<file path="src/rtl/axi_burst_addr_gen_if.sv">
// ----------------------------------------------------------------------------
// axi_burst_addr_gen_if
// Command and beat-descriptor bundle for the AXI burst address generator.
//   cmd_*  : one AR/AW-style command per cmd_valid/cmd_ready handshake
//   beat_* : one beat descriptor per beat_valid/beat_ready handshake
// Modports:
//   master : the side that issues commands and consumes beats (L2 FSM / sequencer)
//   slave  : the generator itself
// ----------------------------------------------------------------------------
interface axi_burst_addr_gen_if #(
    parameter int ADDR_WIDTH = 32,
    parameter int DATA_WIDTH = 32,
    parameter int LEN_WIDTH  = 8
);
    localparam int STRB_WIDTH = DATA_WIDTH / 8;

    logic                  cmd_valid;
    logic                  cmd_ready;
    logic [ADDR_WIDTH-1:0] cmd_addr;
    logic [LEN_WIDTH-1:0]  cmd_len;
    logic [2:0]            cmd_size;
    logic [1:0]            cmd_burst;

    logic                  beat_valid;
    logic                  beat_ready;
    logic [ADDR_WIDTH-1:0] beat_addr;
    logic [STRB_WIDTH-1:0] beat_strb;
    logic [LEN_WIDTH-1:0]  beat_idx;
    logic                  beat_last;
    logic                  beat_err;

    modport master (
        output cmd_valid, cmd_addr, cmd_len, cmd_size, cmd_burst, beat_ready,
        input  cmd_ready, beat_valid, beat_addr, beat_strb, beat_idx, beat_last, beat_err
    );

    modport slave (
        input  cmd_valid, cmd_addr, cmd_len, cmd_size, cmd_burst, beat_ready,
        output cmd_ready, beat_valid, beat_addr, beat_strb, beat_idx, beat_last, beat_err
    );
endinterface

</file>
<file path="src/rtl/axi_burst_addr_gen.sv">
// ----------------------------------------------------------------------------
// axi_burst_addr_gen
// AXI4 burst address generator. Latches one command (addr, len, size, burst)
// and then emits len+1 beat descriptors (address, byte strobe, index, last,
// error) under downstream backpressure. Supports FIXED, INCR and WRAP bursts,
// narrow and unaligned transfers, and flags illegal commands on beat_err while
// still emitting every beat so the consumer can drain the transaction.
// Ports:
//   clk   : clock, rising edge
//   rst_n : asynchronous active-low reset
//   bus   : axi_burst_addr_gen_if.slave (cmd_* in, beat_* out)
// ----------------------------------------------------------------------------
module axi_burst_addr_gen #(
    parameter int ADDR_WIDTH = 32,
    parameter int DATA_WIDTH = 32,
    parameter int LEN_WIDTH  = 8
) (
    input  logic                  clk,
    input  logic                  rst_n,
    axi_burst_addr_gen_if.slave   bus
);
    localparam int STRB_WIDTH = DATA_WIDTH / 8;
    localparam int SIZE_MAX   = $clog2(STRB_WIDTH);

    localparam logic [1:0] BURST_FIXED = 2'b00;
    localparam logic [1:0] BURST_INCR  = 2'b01;
    localparam logic [1:0] BURST_WRAP  = 2'b10;
    localparam logic [1:0] BURST_RSVD  = 2'b11;

    typedef enum logic {IDLE, BURST} state_t;

    state_t state, next_state;

    // Latched command (already sanitised) and registered beat outputs
    logic [LEN_WIDTH-1:0]  len_q;
    logic [2:0]            size_q;
    logic [1:0]            burst_q;
    logic [ADDR_WIDTH-1:0] wrap_lo_q;
    logic [ADDR_WIDTH-1:0] wrap_hi_q;
    logic [ADDR_WIDTH-1:0] addr_q;
    logic [STRB_WIDTH-1:0] strb_q;
    logic [LEN_WIDTH-1:0]  idx_q;
    logic                  last_q;
    logic                  err_q;

    logic beat_valid_int;
    logic cmd_ready_int;
    logic cmd_fire;
    logic beat_fire;

    // Command decode
    logic [2:0]            cmd_size_eff;
    logic [1:0]            cmd_burst_eff;
    logic [ADDR_WIDTH-1:0] cmd_aligned;
    logic [ADDR_WIDTH-1:0] cmd_ws;
    logic [ADDR_WIDTH-1:0] cmd_wrap_lo;
    logic [ADDR_WIDTH-1:0] cmd_incr_last;
    logic [ADDR_WIDTH-1:0] cmd_start;
    logic                  wrap_len_ok;
    logic                  cmd_err;

    logic [ADDR_WIDTH-1:0] next_addr;

    // Clears the low 'sz' address bits
    function automatic logic [ADDR_WIDTH-1:0] align_mask(input logic [2:0] sz);
        align_mask = ~((ADDR_WIDTH'(1) << sz) - ADDR_WIDTH'(1));
    endfunction

    // Active lanes run from the start byte up to the end of the aligned beat
    function automatic logic [STRB_WIDTH-1:0] calc_strb(input logic [ADDR_WIDTH-1:0] a,
                                                        input logic [2:0]            sz);
        logic [ADDR_WIDTH-1:0] al;
        int lo;
        int hi;
        al = a & align_mask(sz);
        lo = int'(a & ADDR_WIDTH'(STRB_WIDTH - 1));
        hi = int'(al & ADDR_WIDTH'(STRB_WIDTH - 1)) + (1 << int'(sz)) - 1;
        for (int i = 0; i < STRB_WIDTH; i++) begin
            calc_strb[i] = (i >= lo) && (i <= hi);
        end
    endfunction

    // Sanitise the incoming command and work out whether it is legal.
    // An oversize beat is clamped to the bus width, a reserved burst type runs
    // as FIXED, and a WRAP with an illegal length runs as INCR because it has
    // no power-of-two wrap window to stay inside.
    always_comb begin
        cmd_size_eff  = (int'(bus.cmd_size) > SIZE_MAX) ? 3'(SIZE_MAX) : bus.cmd_size;
        cmd_aligned   = bus.cmd_addr & align_mask(cmd_size_eff);
        cmd_ws        = (ADDR_WIDTH'(bus.cmd_len) + ADDR_WIDTH'(1)) << cmd_size_eff;
        cmd_wrap_lo   = cmd_aligned & ~(cmd_ws - ADDR_WIDTH'(1));
        cmd_incr_last = cmd_aligned + (ADDR_WIDTH'(bus.cmd_len) << cmd_size_eff);
        wrap_len_ok   = (bus.cmd_len == LEN_WIDTH'(1))  || (bus.cmd_len == LEN_WIDTH'(3)) ||
                        (bus.cmd_len == LEN_WIDTH'(7))  || (bus.cmd_len == LEN_WIDTH'(15));

        cmd_err = (int'(bus.cmd_size) > SIZE_MAX)
               || (bus.cmd_burst == BURST_RSVD)
               || ((bus.cmd_burst == BURST_WRAP) && !wrap_len_ok)
               || ((bus.cmd_burst == BURST_WRAP) && (cmd_aligned != bus.cmd_addr))
               || ((bus.cmd_burst == BURST_INCR) &&
                   (((cmd_incr_last ^ bus.cmd_addr) >> 12) != '0))
               || ((bus.cmd_burst == BURST_FIXED) && (bus.cmd_len > LEN_WIDTH'(15)));

        cmd_burst_eff = bus.cmd_burst;
        if (bus.cmd_burst == BURST_RSVD) begin
            cmd_burst_eff = BURST_FIXED;
        end else if ((bus.cmd_burst == BURST_WRAP) && !wrap_len_ok) begin
            cmd_burst_eff = BURST_INCR;
        end

        cmd_start = (cmd_burst_eff == BURST_WRAP) ? cmd_aligned : bus.cmd_addr;
    end

    // Address of the beat after the current one
    always_comb begin
        next_addr = addr_q;
        case (burst_q)
            BURST_INCR: next_addr = (addr_q & align_mask(size_q)) + (ADDR_WIDTH'(1) << size_q);
            BURST_WRAP: begin
                next_addr = addr_q + (ADDR_WIDTH'(1) << size_q);
                if (next_addr == wrap_hi_q) begin
                    next_addr = wrap_lo_q;
                end
            end
            default:    next_addr = addr_q;
        endcase
    end

    // State register
    always_ff @(posedge clk or negedge rst_n) begin
        if (!rst_n) begin
            state <= IDLE;
        end else begin
            state <= next_state;
        end
    end

    // Next-state logic: a last-beat handshake either ends the burst or, with a
    // simultaneous command, rolls straight into the next one
    always_comb begin
        next_state = state;
        case (state)
            IDLE:    if (cmd_fire) next_state = BURST;
            BURST:   if (beat_fire && last_q && !cmd_fire) next_state = IDLE;
            default: next_state = IDLE;
        endcase
    end

    // Handshake outputs; cmd_ready is held low while reset is asserted
    always_comb begin
        beat_valid_int = (state == BURST);
        cmd_ready_int  = rst_n && ((state == IDLE) ||
                                   (beat_valid_int && bus.beat_ready && last_q));
    end

    assign cmd_fire  = bus.cmd_valid && cmd_ready_int;
    assign beat_fire = beat_valid_int && bus.beat_ready;

    // Beat datapath: load on command acceptance, advance on beat handshake
    always_ff @(posedge clk or negedge rst_n) begin
        if (!rst_n) begin
            len_q     <= '0;
            size_q    <= '0;
            burst_q   <= BURST_FIXED;
            wrap_lo_q <= '0;
            wrap_hi_q <= '0;
            addr_q    <= '0;
            strb_q    <= '0;
            idx_q     <= '0;
            last_q    <= 1'b0;
            err_q     <= 1'b0;
        end else if (cmd_fire) begin
            len_q     <= bus.cmd_len;
            size_q    <= cmd_size_eff;
            burst_q   <= cmd_burst_eff;
            wrap_lo_q <= cmd_wrap_lo;
            wrap_hi_q <= cmd_wrap_lo + cmd_ws;
            addr_q    <= cmd_start;
            strb_q    <= calc_strb(cmd_start, cmd_size_eff);
            idx_q     <= '0;
            last_q    <= (bus.cmd_len == '0);
            err_q     <= cmd_err;
        end else if (beat_fire) begin
            if (last_q) begin
                last_q <= 1'b0;
            end else begin
                addr_q <= next_addr;
                strb_q <= calc_strb(next_addr, size_q);
                idx_q  <= idx_q + LEN_WIDTH'(1);
                last_q <= ((idx_q + LEN_WIDTH'(1)) == len_q);
            end
        end
    end

    assign bus.cmd_ready  = cmd_ready_int;
    assign bus.beat_valid = beat_valid_int;
    assign bus.beat_addr  = addr_q;
    assign bus.beat_strb  = strb_q;
    assign bus.beat_idx   = idx_q;
    assign bus.beat_last  = last_q;
    assign bus.beat_err   = err_q;

endmodule

</file>
<file path="src/flat_wrapper.sv">
// flat-port wrapper written by rule: the top's interface ports become plain ports
module axi_burst_addr_gen_flat 
#(
    parameter int ADDR_WIDTH = 32,
    parameter int DATA_WIDTH = 32,
    parameter int LEN_WIDTH  = 8
)
  (clk, rst_n, bus_cmd_valid, bus_cmd_addr, bus_cmd_len, bus_cmd_size, bus_cmd_burst, bus_beat_ready, bus_cmd_ready, bus_beat_valid, bus_beat_addr, bus_beat_strb, bus_beat_idx, bus_beat_last, bus_beat_err);
  axi_burst_addr_gen_if #(.ADDR_WIDTH(ADDR_WIDTH), .DATA_WIDTH(DATA_WIDTH), .LEN_WIDTH(LEN_WIDTH)) bus_i ();
  input  logic clk;
  input  logic rst_n;
  input wire logic [$bits(bus_i.cmd_valid)-1:0] bus_cmd_valid;
  input wire logic [$bits(bus_i.cmd_addr)-1:0] bus_cmd_addr;
  input wire logic [$bits(bus_i.cmd_len)-1:0] bus_cmd_len;
  input wire logic [$bits(bus_i.cmd_size)-1:0] bus_cmd_size;
  input wire logic [$bits(bus_i.cmd_burst)-1:0] bus_cmd_burst;
  input wire logic [$bits(bus_i.beat_ready)-1:0] bus_beat_ready;
  output wire logic [$bits(bus_i.cmd_ready)-1:0] bus_cmd_ready;
  output wire logic [$bits(bus_i.beat_valid)-1:0] bus_beat_valid;
  output wire logic [$bits(bus_i.beat_addr)-1:0] bus_beat_addr;
  output wire logic [$bits(bus_i.beat_strb)-1:0] bus_beat_strb;
  output wire logic [$bits(bus_i.beat_idx)-1:0] bus_beat_idx;
  output wire logic [$bits(bus_i.beat_last)-1:0] bus_beat_last;
  output wire logic [$bits(bus_i.beat_err)-1:0] bus_beat_err;
  assign bus_i.cmd_valid = bus_cmd_valid;
  assign bus_i.cmd_addr = bus_cmd_addr;
  assign bus_i.cmd_len = bus_cmd_len;
  assign bus_i.cmd_size = bus_cmd_size;
  assign bus_i.cmd_burst = bus_cmd_burst;
  assign bus_i.beat_ready = bus_beat_ready;
  assign bus_cmd_ready = bus_i.cmd_ready;
  assign bus_beat_valid = bus_i.beat_valid;
  assign bus_beat_addr = bus_i.beat_addr;
  assign bus_beat_strb = bus_i.beat_strb;
  assign bus_beat_idx = bus_i.beat_idx;
  assign bus_beat_last = bus_i.beat_last;
  assign bus_beat_err = bus_i.beat_err;
  axi_burst_addr_gen #(.ADDR_WIDTH(ADDR_WIDTH), .DATA_WIDTH(DATA_WIDTH), .LEN_WIDTH(LEN_WIDTH)) u_core (.clk(clk), .rst_n(rst_n), .bus(bus_i));
endmodule
</file>
<file path="config.mk">
export PLATFORM = sky130hd
export DESIGN_NAME = axi_burst_addr_gen_flat
export DESIGN_NICKNAME = d
export VERILOG_FILES = /design/src/rtl/axi_burst_addr_gen_if.sv /design/src/rtl/axi_burst_addr_gen.sv /design/src/flat_wrapper.sv
export SDC_FILE = /design/constraint.sdc
export NUM_CORES = 1
export LEC_CHECK = 0
export ABC_AREA = 1
export CORE_UTILIZATION = 34
export CTS_BUF_LIST = sky130_fd_sc_hd__clkbuf_8 sky130_fd_sc_hd__clkbuf_16
export DETAILED_ROUTE_END_ITERATION = 12
export HOLD_SLACK_MARGIN = 0.1
export PLACE_DENSITY = 0.53
export SYNTH_ARGS = -nofsm -noshare
export SYNTH_HDL_FRONTEND = slang
export SYNTH_SLANG_ARGS = --single-unit
</file>
<file path="constraint.sdc">
create_clock -name clk -period 6.5 [get_ports clk]
set_input_delay 1.625 -clock clk [delete_from_list [all_inputs] [get_ports clk]]
set_output_delay 1.625 -clock clk [all_outputs]
set_load 0.005 [all_outputs]
</file>
---- Word-level counts from Yosys, hierarchy flattened ----
Cells that the tools add are included.
operators by class
  $add $sub $neg .......................... 13
  order comparisons ....................... 18
  equality and inequality tests ........... 14
  shifts and indexed selects .............. 6
  muxes and demuxes ....................... 21
  bitwise logic cells ..................... 10
  reductions and logical operators ........ 33
operators with widths
  kind                                                                    number
  32-bit 2-to-1 mux                                                       5
  32-bit adder                                                            4
  3-bit by 32-bit <= comparator with 1-bit output (first input constant)  4
  1-bit by 3-bit left shift with 32-bit output (first input constant)     4
  32-bit by 2-bit subtractor with 32-bit output (second input constant)   4
  32-bit bitwise AND                                                      3
  32-bit inverter                                                         3
  3-bit by 32-bit adder with 32-bit output                                2
  1-bit by 32-bit <= comparator with 1-bit output (first input constant)  2
  2-bit by 32-bit <= comparator with 1-bit output (first input constant)  2
  32-bit case mux with 2 select lines                                     1
  32-bit == test                                                          1
  32-bit != test                                                          1
  32-bit nonzero test                                                     1
  32-bit by 3-bit left shift with 32-bit output                           1
  8-bit by 3-bit left shift with 32-bit output                            1
  32-bit by 1-bit subtractor with 32-bit output (second input constant)   1
  32-bit bitwise XOR                                                      1
  8-bit 2-to-1 mux                                                        3
  1-bit logical AND                                                       17
  4-bit 2-to-1 mux                                                        3
  8-bit by 1-bit adder with 9-bit output (second input constant)          1
  1-bit logical OR                                                        9
  8-bit by 1-bit adder with 8-bit output (second input constant)          1
  other kinds (23)                                                        40
word-level totals
  register bits ........................... 124
  bits of input ports ..................... 49
  output and inout port bits .............. 48
  word-level logic and storage cells ...... 126

---- Depth between registers and ports, before layout ----
Gate-level depths: netlist (run 1).
  depth after elaboration ................. 16
  mapped depth ............................ 46
  depth with buffers taken out ............ 46

---- Least setup slack after synthesis (run 1) ----
OpenSTA, ideal clock, no wires.
  kind .................................... flip-flop to flip-flop
  start ................................... register u_core.size_q[2]
  end ..................................... register u_core.strb_q[2] (netlist: u_core.bus.beat_strb[2])
  setup time .............................. 126 ps
  arrival time ............................ 4951 ps
  required time ........................... 6374 ps
  setup slack ............................. 1423 ps
  stages on the path, launching flop included .. 38
  buffers on the path ..................... 0
  period minus slack after synthesis ...... 5077 ps
  path through ............................ dfrtp_1 -> inv_2 -> nor3_2 -> ha_1 -> a21oi_1 -> o21ai_0 -> a21oi_1 -> nand2_2 -> nand3_1 -> nand2_1 -> nand2_1 -> nand3_1 -> nor2_1 -> inv_1 -> nor2_1 -> nand3_2 -> nand2_1 -> nand3_1 -> (+2 left out) -> nand2_1 -> o21ai_0 -> ha_1 -> fa_1 -> a21oi_1 -> o21bai_1 -> nand3_1 -> nand2_1 -> xor2_1 -> nor3_1 -> nand4_1 -> nor3_1 -> inv_1 -> nor2_1 -> or2_2 -> inv_1 -> o21ai_0 -> a21oi_1
between the ends
  word-level cells in the longest chain between the ends .. 14
  elaborated cells on any way between the ends .. 19
  classes of those cells .................. add/sub: 5; order compare: 2; eq/ne: 1; shift: 2; mux: 5; bitwise: 3; reduce/logical: 1
ends and longest elaborated chain
  what                                             line                       source
  start: declaration                               axi_burst_addr_gen.sv:36   logic [2:0] size_q;
  start signal: assignment                         axi_burst_addr_gen.sv:174  size_q <= cmd_size_eff;
  1-bit by 3-bit left shift with 32-bit output     --
  32-bit by 2-bit subtractor with 32-bit output    axi_burst_addr_gen.sv:66   align_mask = ~((ADDR_WIDTH'(1) << sz) - ADDR_WIDTH'(1));
  32-bit inverter                                  axi_burst_addr_gen.sv:66
  32-bit bitwise AND                               axi_burst_addr_gen.sv:118  BURST_INCR: next_addr = (addr_q & align_mask(size_q)) + (ADDR_WIDTH'(1) << size_q);
  32-bit adder                                     axi_burst_addr_gen.sv:118
  32-bit case mux with 2 select lines              axi_burst_addr_gen.sv:117  case (burst_q)
  2-bit bitwise AND                                axi_burst_addr_gen.sv:75   al = a & align_mask(sz);
  3-bit by 32-bit adder with 32-bit output         axi_burst_addr_gen.sv:77   hi = int'(al & ADDR_WIDTH'(STRB_WIDTH - 1)) + (1 << int'(sz)) - 1;
  32-bit by 2-bit subtractor with 32-bit output    axi_burst_addr_gen.sv:77
  3-bit by 32-bit <= comparator with 1-bit output  axi_burst_addr_gen.sv:79   calc_strb[i] = (i >= lo) && (i <= hi);
  1-bit logical AND *                              axi_burst_addr_gen.sv:79
  4-bit 2-to-1 mux *                               axi_burst_addr_gen.sv:184  if (last_q) begin
  4-bit 2-to-1 mux *                               axi_burst_addr_gen.sv:183  end else if (beat_fire) begin
  4-bit 2-to-1 mux *                               axi_burst_addr_gen.sv:172  end else if (cmd_fire) begin
  end signal: assignment                           axi_burst_addr_gen.sv:179  strb_q <= calc_strb(cmd_start, cmd_size_eff);
  end signal: assignment                           axi_burst_addr_gen.sv:188  strb_q <= calc_strb(next_addr, size_q);
  end: declaration                                 axi_burst_addr_gen.sv:41   logic [STRB_WIDTH-1:0] strb_q;
Every way passes the cells marked *; elsewhere a longest branch is shown, timed or not. The select of a mux whose other input is x is not followed.
A chain may end at the register's enable or synchronous reset.

---- Worst setup path in the final report (run 1) ----
Ends and elaborated chain as after synthesis.

==> results.txt, run 1 <==
The count of nets left with antenna violations once routing finished came out at 0. The post-synthesis area per instance came out at between 6 and 7 um2. For the worst-skew pair, the clock arrives at the later sink with an insertion delay of between 0.4 and 0.5 ns. The maximum buffer depth of the clock tree came out at 2. The transition time at the pin with the least slew margin is around 1.1 ns. The number of optimization iterations in the first detailed-route pass came out at 5. The maximum number of pins on one net before global-route repair came out at 72. The total via count after detailed routing came out at approximately 15,000.

The synthesis warning total is 0. The die is between 150 and 200 um tall. The number of synthesized flops with an enable pin is 0. Of the total synthesized cell area, the portion taken by XOR and XNOR cells is 0.0450.

The mean number of vias per cell is 5.34. The critical path in this run is classified as flip-flop to flip-flop. The final critical-path share of the clock period came out at 0.939.

The run finished with clean final reports. The portion of synthesized area spent on multiplexers is 0.000762. Of the total synthesized cell area, the portion taken by full adders, half adders and majority gates is 0.0697.

The congestion estimate from routability-driven global placement came to ~0.96. The max-capacitance violation count is 0. The area share of and/or/nand/nor cells after synthesis came out at 0.388.

TritonCTS built the clock tree. Once detailed placement completed, the half-perimeter wirelength came to 42,500 um. The final wirelength is ~53,000 um.

The TritonCTS buffer count is 17. The number of cells produced by synthesis came out at 2,124. The compound-cell area share of the yosys netlist is 0.155. The worst setup path is launched from a flip-flop. In the synthesized netlist the dominant register cell turns out to be sky130_fd_sc_hd__dfrtp_1. For the worst setup path, the data arrival time is 6.42 ns. The wire length of the first global-routing pass is 81,400 um. The final count of negative-setup-slack endpoints came out at 0. The share of synthesized area in the top cell type comes to 0.236. The number of nets in the layout is roughly 2,300.

The floorplan die width came out at 199 um. The post-layout utilization of the core came out at 0.406. The most repeated cell in the gate-level netlist after synthesis is sky130_fd_sc_hd__nand2_1. By area, the combinational part of the netlist is dominated by simple AND/OR/NAND/NOR gates. The register share of total power came out at 0.270. The H-tree depth came out at 4. The final antenna diode count is 0. The worst clock skew is roughly 0.011 ns. The maximum net fanout on the critical path is 8. Counting every sink on the clock net gives approximately 120.

The final total negative setup slack is 0 ns. The switching power of the nets came out at slightly below 0.003 W. Buffers placed on the I/O ports in this run total between 90 and 100. The number of ports placed on the die boundary is 97.

Of the total power, the share spent switching nets is 0.499. The highest clock rate came out at 164 MHz. Setup repair after global routing left no endpoint under its margin. The area growth from synthesis to layout came out at 16.9%. The proportion of register bits with asynchronous set or reset after synthesis came out at 1.00.

In this run the static leakage power is ~7.5 nW. The slowest cell on the critical path is sky130_fd_sc_hd__dfrtp_1. The number of unique standard cell types used by synthesis came out at between 60 and 70. The number of antenna violations at the first check in global routing is 2. By count the netlist is led by sky130_fd_sc_hd__nand2_1 (585), sky130_fd_sc_hd__inv_1 (271), sky130_fd_sc_hd__nand3_1 (210), sky130_fd_sc_hd__nor2_1 (200), sky130_fd_sc_hd__dfrtp_1 (124).

The sequential fraction of the synthesis area is 0.236. After synthesis the netlist holds a flip-flop and latch count of around 120. The cell that appears most often on the critical path is sky130_fd_sc_hd__nand2_1.

Of all cell types, the one taking the most synthesized area is sky130_fd_sc_hd__dfrtp_1. Summing every instance area after synthesis gives 13,100 um2. The endpoint required time on the critical path is about 6.8 ns. The initial utilization of the core area, before any placement, comes to 0.347.

The clock transition at the register clock pins on the worst setup and hold paths after CTS is around 0.060 ns. Cell internal power was estimated by the tool at slightly below 0.003 W. The final period demand of the worst path is approximately 6.1 ns.

In this design, the stage delay of the slowest critical-path cell is around 0.45 ns. The first routing iteration left approximately 1,300 violations. The number of remaining DRC errors came out at 0.

The proportion of power drawn by the clock network is 0.165. The floorplan step defined a die boundary enclosing ~40,000 um2. Prior to clock tree synthesis, the placed netlist has a worst setup slack of 0.321 ns. The hold violation total from the final report came out at 0. The worst slack on hold paths is 0.496 ns. The number of hold buffers added after CTS came out at 0. The row count is 71. The ratio of cells with drive above 1 in the final layout came out at 0.0629.

The total overflow left after global routing is 0. The number of global-route vias before repair is 13,600. The number of pins exceeding their max-slew limit in the final report came out at 0.

The final critical-path setup slack is a little under 0.4 ns. The worst-case IR drop observed on VDD is 0.000184 V. Across every metal layer, demand over resource in global routing totals 0.276. STA classifies the critical path endpoint as a flip-flop. In the post-synthesis netlist, the biggest area contributors are sky130_fd_sc_hd__dfrtp_1 (24%), sky130_fd_sc_hd__nand2_1 (17%), sky130_fd_sc_hd__nand3_1 (8.0%), sky130_fd_sc_hd__inv_1 (7.7%), sky130_fd_sc_hd__ha_1 (6.7%). After detailed routing, the average wire length per cell comes to between 15 and 20 um. The power per unit of standard cell area came out at 378 nW/um2. The overall power consumption came out at approximately 0.0058 W. The worst hold path belongs to the class flip-flop to flip-flop. The total core area is roughly 38,000 um2.

CTS placed an instance of sky130_fd_sc_hd__clkbuf_16 at the clock tree root. The fraction of power consumed by combinational cells is 0.565. Headroom to the max-slew limit came out at 0.238.
## cell type report
type	instances	area [um2]
clock buffers	17	425
clock inverters	15	141
fillers	4211	22500
inverters	295	1110
multi-input cells	1669	8800
flip-flops and latches	124	3100
well taps	511	639
repair buffers	120	1140
## cells by family (layout without fill, tap and decap cells)
group | after synthesis | in the layout
mux | 1 | 1
compound gates | 345 | 345
xor+xnor | 66 | 66
other cells | 2 | 29
simple gates | 1156 | 1156
buf+inv | 358 | 447
flops | 124 | 124
fa+ha+maj | 72 | 72
## worst max-delay path: cells and delay by family (launching register included)
kind | cells | cell delay (ns)
xor+xnor | 1 | 0.15
simple gates | 28 | 3.75
flops | 1 | 0.45
compound gates | 5 | 0.49
buf+inv | 5 | 0.37
fa+ha+maj | 3 | 0.78
## power groups by stage
stage	clock network [W]	logic, W	registers [W]
6_report	0.000957	0.00328	0.00157
5_1_grt	0.00100	0.00365	0.00160
4_1_cts	0.000967	0.00324	0.00155
3_5_place_dp	0	0.00322	0.00156
3_3_place_gp	0	0.00321	0.00156
2_1_floorplan	0	0.00212	0.00138
## cells in the final DEF (no fill, tap or decap), types with 17 or more instances in the layout
master	synthesis	layout
sky130_fd_sc_hd__a21oi_1	84	81
sky130_fd_sc_hd__buf_4	2	24
sky130_fd_sc_hd__clkbuf_16	0	17
sky130_fd_sc_hd__clkdlybuf4s50_1	0	95
sky130_fd_sc_hd__conb_1	2	29
sky130_fd_sc_hd__dfrtp_1	124	124
sky130_fd_sc_hd__ha_1	70	69
sky130_fd_sc_hd__inv_1	271	271
sky130_fd_sc_hd__inv_2	20	20
sky130_fd_sc_hd__nand2_1	585	584
sky130_fd_sc_hd__nand3_1	210	210
sky130_fd_sc_hd__nand4_1	41	41
sky130_fd_sc_hd__nor2_1	200	200
sky130_fd_sc_hd__nor3_1	31	31
sky130_fd_sc_hd__o211ai_1	32	32
sky130_fd_sc_hd__o21ai_0	108	107
sky130_fd_sc_hd__o21ai_1	33	34
sky130_fd_sc_hd__xnor2_1	18	18
sky130_fd_sc_hd__xor2_1	47	47
## through the flow
step,instances,cell area [um2]
2_1_floorplan,2151,13200
3_3_place_gp,2719,14800
3_5_place_dp,2719,14800
4_1_cts,2751,15300
5_1_grt,2751,15400
6_report,2751,15400
## repair_timing
item | in CTS | in global routing
buffers inserted | 0 | 0
gates resized for setup | 0 | 6
setup endpoints to repair | 0 | 3
## path summary, 6_finish.rpt
path | depth (start not counted) | end | startpoint | slack, ns
min | 2 | u_core.wrap_lo_q[19] | u_core.wrap_lo_q[19] | 0.50
max | 42 | u_core.bus.beat_strb[2] | u_core.size_q[2] | 0.40
max in group asynchronous | 2 | u_core.bus.beat_addr[17] | rst_n | 3.93
max reg2reg | 42 | u_core.bus.beat_strb[2] | u_core.size_q[2] | 0.40
min in group asynchronous | 1 | u_core.bus.beat_idx[5] | rst_n | 1.14
min reg2reg | 2 | u_core.wrap_lo_q[19] | u_core.wrap_lo_q[19] | 0.50
## metal layers
layer	up-vias	wire length (um)	GRT usage	share of wire
met5	-	0	0	0
met4	0	1330	0.0923	0.025
met3	68	3910	0.0356	0.073
met2	553	22500	0.409	0.42
met1	6876	25700	0.408	0.48
li1	7198	-	-	-
## flip-flops by register name (all words and copies together) (netlist names)
signal	cells
u_core.bus.beat_addr	32
u_core.wrap_hi_q	32
u_core.wrap_lo_q	32
u_core.bus.beat_idx	8
u_core.len_q	8
u_core.bus.beat_strb	4
u_core.size_q	3
u_core.burst_q	2
u_core.bus.beat_err	1
u_core.bus.beat_last	1
u_core.bus.beat_valid	1
(Power assumes the default switching activity.)
==> inputs of run 2 (changes only) <==
- CORE_MARGIN: default -> 4
==> run 2 against run 1 <==
Critical path depth decreased by 3. Combinational power about the same. Via count decreased by 0.97%. Total power decreased by 0.16%. Largest cell class unchanged. Highest routed layer unchanged.
==> results.txt, run 2 (synthesis results as in run 1) <==
The average routed wire per standard cell is 18.9 um. The total met2 wirelength after detailed routing is around 22,000 um. The clock transition at the register clock pins on the worst setup and hold paths after CTS came out at about 0.06 ns. The delay of the slowest cell on the worst path came out at between 0.4 and 0.5 ns. The number of nets in the layout came out at 2,345. For the worst-skew pair, the clock arrives at the later sink with an insertion delay of between 0.4 and 0.5 ns.

In this run the clock root is driven by a sky130_fd_sc_hd__clkbuf_16. The sequential cells in the finished layout cover a total of between 3000 and 4000 um2. The number of remaining DRC errors came out at 0. STA puts the critical path data required time at 6.82 ns.

Leaving out fill and tap cells, the most frequent cells in the layout are sky130_fd_sc_hd__nand2_1 (582), sky130_fd_sc_hd__inv_1 (271), sky130_fd_sc_hd__nand3_1 (209). The proportion of power drawn by the clock network is 0.168. For this design, the slowest cell found on the critical path is sky130_fd_sc_hd__dfrtp_1. The wire length of the first global-routing pass came out at around 80,000 um. The switching power of the nets came out at 0.00282 W. TritonCTS built the clock tree. The number of hold buffers added after CTS came out at 0. The number of cells on the worst reg-to-reg path came out at 39.

The final critical-path setup slack came out at approximately 0.5 ns. Internal power comes to slightly below 0.003 W. The number of global-route vias before repair is 13,800. The final count of negative-setup-slack endpoints is 0. The worst clock skew is 0.00952 ns. The weighted congestion reported at the end of routability-driven placement came out at ~0.99.

At the worst endpoint, the arrival time is about 6.3 ns. The worst setup path is of the flip-flop to flip-flop kind. The transition time at the pin with the least slew margin came out at between 1 and 1.5 ns. The setup slack on the worst flop-to-flop path is about 0.50 ns. After legalization and detailed placement, the total HPWL measured 41,500 um.

The number of cells on the worst hold path is 2. The count of clock tree sinks is ~120. The filler cells instantiated in the layout total roughly 4,100. The power per unit of standard cell area is 376 nW/um2.

The final wirelength came out at approximately 52,000 um. VDD sags by at most between 0.00015 and 0.0002 V. Measured on the finished design, the core utilization comes to 0.406. The number of pins exceeding their max-slew limit in the final report came out at 0. The total routing resource utilization after global routing is 0.245. Excluding fillers, the count of instances in the completed layout stands at 2,747.

The tightest slew margin relative to the limit came out at 0.213. The max-capacitance violation count is 0. The final critical-path share of the clock period is 0.924. At the placement stage, the worst setup path has a slack of ~0.18 ns. Of the total power, the share spent switching nets is 0.487.

The number of antenna violations at the first check in global routing is 2. The longest clock path from root to sink contains 2 buffers. STA classifies the critical path endpoint as a flip-flop. The fraction of power consumed by combinational cells came out at 0.566.

The total via count after detailed routing came out at 14,600. The final period demand of the worst path came out at around 6.0 ns. The number of antenna diodes in the final layout is 0.

The number of ports placed on the die boundary came out at 97. For hold timing, the worst endpoint is u_core.wrap_lo_q[19]. Summing all multi-input logic gate instances after layout gives roughly 9000 um2. The initial core utilization is 0.346.

The launch instance of the worst register-to-register path is u_core.size_q[1]. The library cell used most frequently in the layout, excluding fill and tap cells, is sky130_fd_sc_hd__nand2_1. The floorplan step set the die width to 205 um.

Static timing analysis puts the maximum clock frequency at 167 MHz. The antenna violation net count after detailed routing is 0. The worst hold path belongs to the class flip-flop to flip-flop.

The H-tree depth came out at 4. For this design the static power due to leakage is around 7.5 nW. The first-iteration detailed-routing DRC count is 1,242.

The post-placement cell count came out at between 2,000 and 3,000. The highest metal layer carrying signal wires in the routed design is met4. The mean number of vias per cell is between 5 and 6. The run finished with clean final reports. The endpoint identified for the worst register-to-register timing path is u_core.bus.beat_strb[3]. Counting the buffers created by CTS gives 17. In the final layout, the share of cells above drive strength 1 is 0.0653.

The total global routing overflow is 0. The hold violation total from the final report is 0. The die is about 200 um tall. In this run the most critical hold path is launched from u_core.wrap_lo_q[19]. Compared with the post-synthesis result, the final layout area differs by 17.3%. Entering global routing, the biggest net connects 73 pins. The instance area at placement is about 15,000 um2. The share of total power dissipated in sequential elements is 0.266. The total core area is 37,900 um2. The startpoint class of the critical path is a flip-flop. The number of optimization iterations in the first detailed-route pass is 5. Buffers placed on the I/O ports in this run total 96. In the detailed route, the total length drawn on met3 is approximately 3900 um.

The area of the die came out at 41,900 um2. After routing the design area is between 15,000 and 20,000 um2. The cell type with the highest occurrence count on the critical path is sky130_fd_sc_hd__nand2_1.

The row count is 71. The routed length on met1 is roughly 25,000 um. Of all nets on the critical path, the largest fanout is 9.
==> run 2: final cells by class <==
type                            count  share of cell area
Clock buffer                       17              0.0276
Clock inverter                     14              0.0101
Inverter                          295              0.0720
Multi-Input combinational cell   1669               0.574
Sequential cell                   124               0.201
Tap cell                          511              0.0415
Timing Repair Buffer              117              0.0735
==> run 2: per-stage QoR <==
step | total power, W | hold slack, ns | setup TNS (ns)
after floorplan | 0.00351 | 0.449 | 0
after global placement | 0.00473 | 0.467 | 0
after detailed placement | 0.00475 | 0.469 | 0
after CTS | 0.00575 | 0.484 | 0
after global routing | 0.00628 | 0.518 | -0.0697
final | 0.00579 | 0.480 | 0
==> run 2: power groups by stage <==
stage                     Clock (W)  Combinational (W)  Sequential, W
after floorplan                   0            0.00212        0.00138
after global placement            0            0.00319        0.00154
after detailed placement          0            0.00322        0.00153
after CTS                  0.000995            0.00323        0.00152
after global routing        0.00103            0.00367        0.00158
final                      0.000975            0.00328        0.00154
==> run 2: repair_timing <==
action / in CTS / in global routing
setup buffers: 0 / 1
resized for setup: 0 / 18
setup endpoints to repair: 0 / 3
==> run 2: worst max-delay path by stage <==
stage / start / endpoint / slack (ns) / cells past startpoint
final: u_core.size_q[1] / u_core.bus.beat_strb[3] / 0.50 / 39
after global routing: u_core.size_q[1] / u_core.bus.beat_strb[2] / -0.05 / 38
after CTS: u_core.size_q[2] / u_core.bus.beat_strb[3] / 0.17 / 37
after detailed placement: u_core.size_q[2] / u_core.bus.beat_strb[3] / 0.18 / 37
after global placement: u_core.size_q[2] / u_core.bus.beat_strb[2] / 0.27 / 37
after floorplan: u_core.size_q[2] / u_core.bus.beat_strb[2] / 1.42 / 37
==> run 2: worst max-delay path, delay by kind of cell, from the launching register on <==
family	cells	cell delay [ns]
DFF	1	0.45
adders and majority gates	3	1.01
and+or+nand+nor	28	3.41
xor gates and xnor gates	1	0.15
AOI/OAI and AO/OA	4	0.69
buffers and inverters	3	0.18
==> run 2: routing by layer <==
layer	global-route usage	up-vias
li1	-	7174
met1	0.371	6781
met2	0.374	549
met3	0.0309	48
met4	0.0519	0
met5	0	-
==> inputs of run 3 (changes only) <==
- CORE_UTILIZATION: 34 -> 50
- PLACE_DENSITY: 0.53 -> 0.72
==> run 3 against run 2 <==
Clock skew grew 0.0014 ns. Largest power group unchanged. Sequential power is essentially flat. First-iteration DRC count is 74% higher. Critical endpoint is now u_core.bus.beat_strb[2]. Global-route usage grew 8.9 points. Clock power grew 2%. Highest routed layer unchanged. Combinational power decreased by 2%. Sequential cell count is the same. Largest cell class unchanged. Setup slack improved by 0.045 ns. Worst hold slack better by 0.0081 ns.
==> results.txt, run 3 (synthesis results as in run 1) <==
The tightest slew margin relative to the limit is 0.252. After global routing, the most crowded layer is met1. For met1 alone, demand over resource in global routing was 0.500. The average routed wire per standard cell came out at between 15 and 20 um. During I/O placement, the number of pins put on the boundary was 97.

The number of cells on the worst hold path is 2. The area of the die is between 20,000 and 30,000 um2. The worst setup path is captured at a flip-flop. The cell type with the highest occurrence count on the critical path is sky130_fd_sc_hd__nand2_1.

The total via count after detailed routing came out at between 10,000 and 15,000. The count of buffers inserted at the top-level ports came out at between 90 and 100. The count of clock tree sinks came out at between 100 and 150. The final total negative setup slack came out at 0 ns. The first global-routing pass estimated roughly 76,000 um of wire. The worst setup path is launched from a flip-flop. The final period demand of the worst path came out at slightly below 6 ns. The number of global-route vias before repair came out at around 14,000. In this run the worst hold path is classified as flip-flop to flip-flop. Based on the critical path, the design can be clocked at up to roughly 170 MHz. Setup violations remaining at the end of the flow were counted as 0.

The row count is roughly 60. The floorplan die width came out at 170 um. The transition time at the pin with the least slew margin came out at between 1 and 1.5 ns. The ratio of cells with drive above 1 in the final layout came out at 0.0657. The number of optimization iterations in the first detailed-route pass is 8. Detailed placement finished with a half-perimeter wire length of 38,400 um. The slowest cell on the critical path is sky130_fd_sc_hd__dfrtp_1. In this run the critical register-to-register path is launched from u_core.bus.beat_addr[11].

IR analysis of the VDD net gives a maximum drop of 0.000209 V. After clock tree synthesis, the clock-pin slew on the worst setup and hold paths is about 0.06 ns. The final antenna diode count is 0. The number of cells on the worst reg-to-reg path came out at 35.

After detailed routing, the total wire length is ~50,000 um. The worst endpoint data arrival time is approximately 6.3 ns. The setup slack on the worst flop-to-flop path is approximately 0.54 ns.

The maximum buffer depth of the clock tree came out at 2. Leaving out fill and tap cells, the most frequent cell in the layout is sky130_fd_sc_hd__nand2_1. The maximum net fanout on the critical path is 8. Hold is met by 0.488 ns. The tree is rooted in a sky130_fd_sc_hd__clkbuf_16. The worst hold path terminates at u_core.wrap_lo_q[9]. For this configuration, the core starts out at a cell density of 0.506.

The instance area at placement is ~15,000 um2. After filler insertion, the fill cell instance count of the layout stands at around 2,600. The number of setup buffers added after CTS is 0. The number of antenna violations at the first check in global routing is 0. The endpoint required time on the critical path came out at approximately 6.8 ns. The critical register-to-register path endpoint is u_core.bus.beat_strb[2]. The final critical-path share of the clock period came out at 0.917. The H-tree depth came out at 4. In the final design database the tool counted around 2,300 nets. The number of pins exceeding their max-slew limit in the final report is 0. The tool flagged a number of max-cap violations equal to 0. The flow ran to the end, and the final reports show no timing, DRC or antenna violations. The clock tree from TritonCTS is built. Setup repair after global routing left no endpoint under its margin. The area growth from synthesis to layout came out at 15.4%.

The power per unit of standard cell area came out at approximately 380 nW/um2. By startpoint and endpoint, the worst setup path is classified as flip-flop to flip-flop. The delay of the slowest cell on the worst path is roughly 0.54 ns. The critical path starts at u_core.bus.beat_addr[11]. The met2 track demand over resource in global routing came out at 0.496. The total core area is between 20,000 and 30,000 um2. Across the routed clock network, the largest skew measured is between 0.01 and 0.015 ns.

In the routed layout, each cell is associated on average with a via count of 5.77. The number of remaining DRC errors is 0. The worst min-delay path startpoint is u_core.wrap_lo_q[9]. The die height is around 170 um. In the layout the commonest cells are sky130_fd_sc_hd__nand2_1 (583), sky130_fd_sc_hd__inv_1 (271), sky130_fd_sc_hd__nand3_1 (208). For this design the static power due to leakage is approximately 7.4 nW.

Measured on the finished design, the core utilization comes to 0.584. The total global routing overflow came out at 0. The hold violation total from the final report is 0. The final cell area excluding filler cells is 15,200 um2. The total routing resource utilization after global routing is 0.335. The antenna violation net count after detailed routing is 0. The congestion estimate from routability-driven global placement came to around 1.0.

The maximum number of pins on one net before global-route repair came out at just over 80. The met3 capacity usage during global routing came out at 0.0523. The first-iteration detailed-routing DRC count came out at 2,157. The TritonCTS buffer count is 17. The later-pin clock latency in the skew report came out at between 0.4 and 0.5 ns.
==> run 3: per-stage QoR <==
step                      total power [W]  cells  worst slack [ns]
final                             0.00579   2571             0.541
after global routing              0.00621   2571            0.0186
after CTS                         0.00569   2571             0.372
after detailed placement          0.00469   2540             0.373
after global placement            0.00463   2540             0.441
after floorplan                   0.00351   2151              1.42
==> run 3: routing by layer <==
metal	part of all wire	wire length, um	vias up
li1	-	-	7168
met1	0.45	21700	6772
met2	0.42	20400	798
met3	0.11	5190	90
met4	0.030	1470	0
met5	0	0	-
==> run 3: repair_timing <==
| item | CTS | global route |
|---|---|---|
| setup endpoints to repair | 0 | 3 |
| hold endpoints to repair | 0 | 0 |
| hold buffers | 0 | 0 |
| gates resized for setup | 0 | 16 |
==> run 3: worst max path at each step <==
stage	endpoint	slack [ns]	cells after the start
6_report	u_core.bus.beat_strb[2]	0.54	35
3_3_place_gp	u_core.wrap_hi_q[15]	0.44	26
2_1_floorplan	u_core.bus.beat_strb[2]	1.42	37
5_1_grt	u_core.bus.beat_strb[2]	0.02	41
3_5_place_dp	u_core.wrap_hi_q[19]	0.37	25
4_1_cts	u_core.bus.beat_strb[2]	0.37	37
==> run 3: where the power goes <==
| group | total [W] | internal (W) | switching, W |
|---|---|---|---|
| Sequential | 0.00157 | 0.00113 | 0.000436 |
| Clock | 0.000992 | 0.000571 | 0.000421 |
| Combinational | 0.00323 | 0.00123 | 0.00200 |
| Total | 0.00579 | 0.00294 | 0.00286 |
==> run 3: area by class of cell <==
cell class,count,area [um2],area share
Multi-Input combinational cell,1669,8830,0.582
Sequential cell,124,3110,0.205
Timing Repair Buffer,117,1120,0.0738
Inverter,295,1110,0.0732
Clock buffer,17,425,0.0280
Tap cell,335,419,0.0276
Clock inverter,14,161,0.0106
==> run 3: critical path, delay by kind of cell (launching register included) <==
kind | cells | cell delay [ns]
adders and majority gates | 2 | 0.64
buffers and inverters | 3 | 0.28
DFF | 1 | 0.54
AOI/OAI and AO/OA | 6 | 0.67
xor gates and xnor gates | 2 | 0.37
and+or+nand+nor | 22 | 3.34
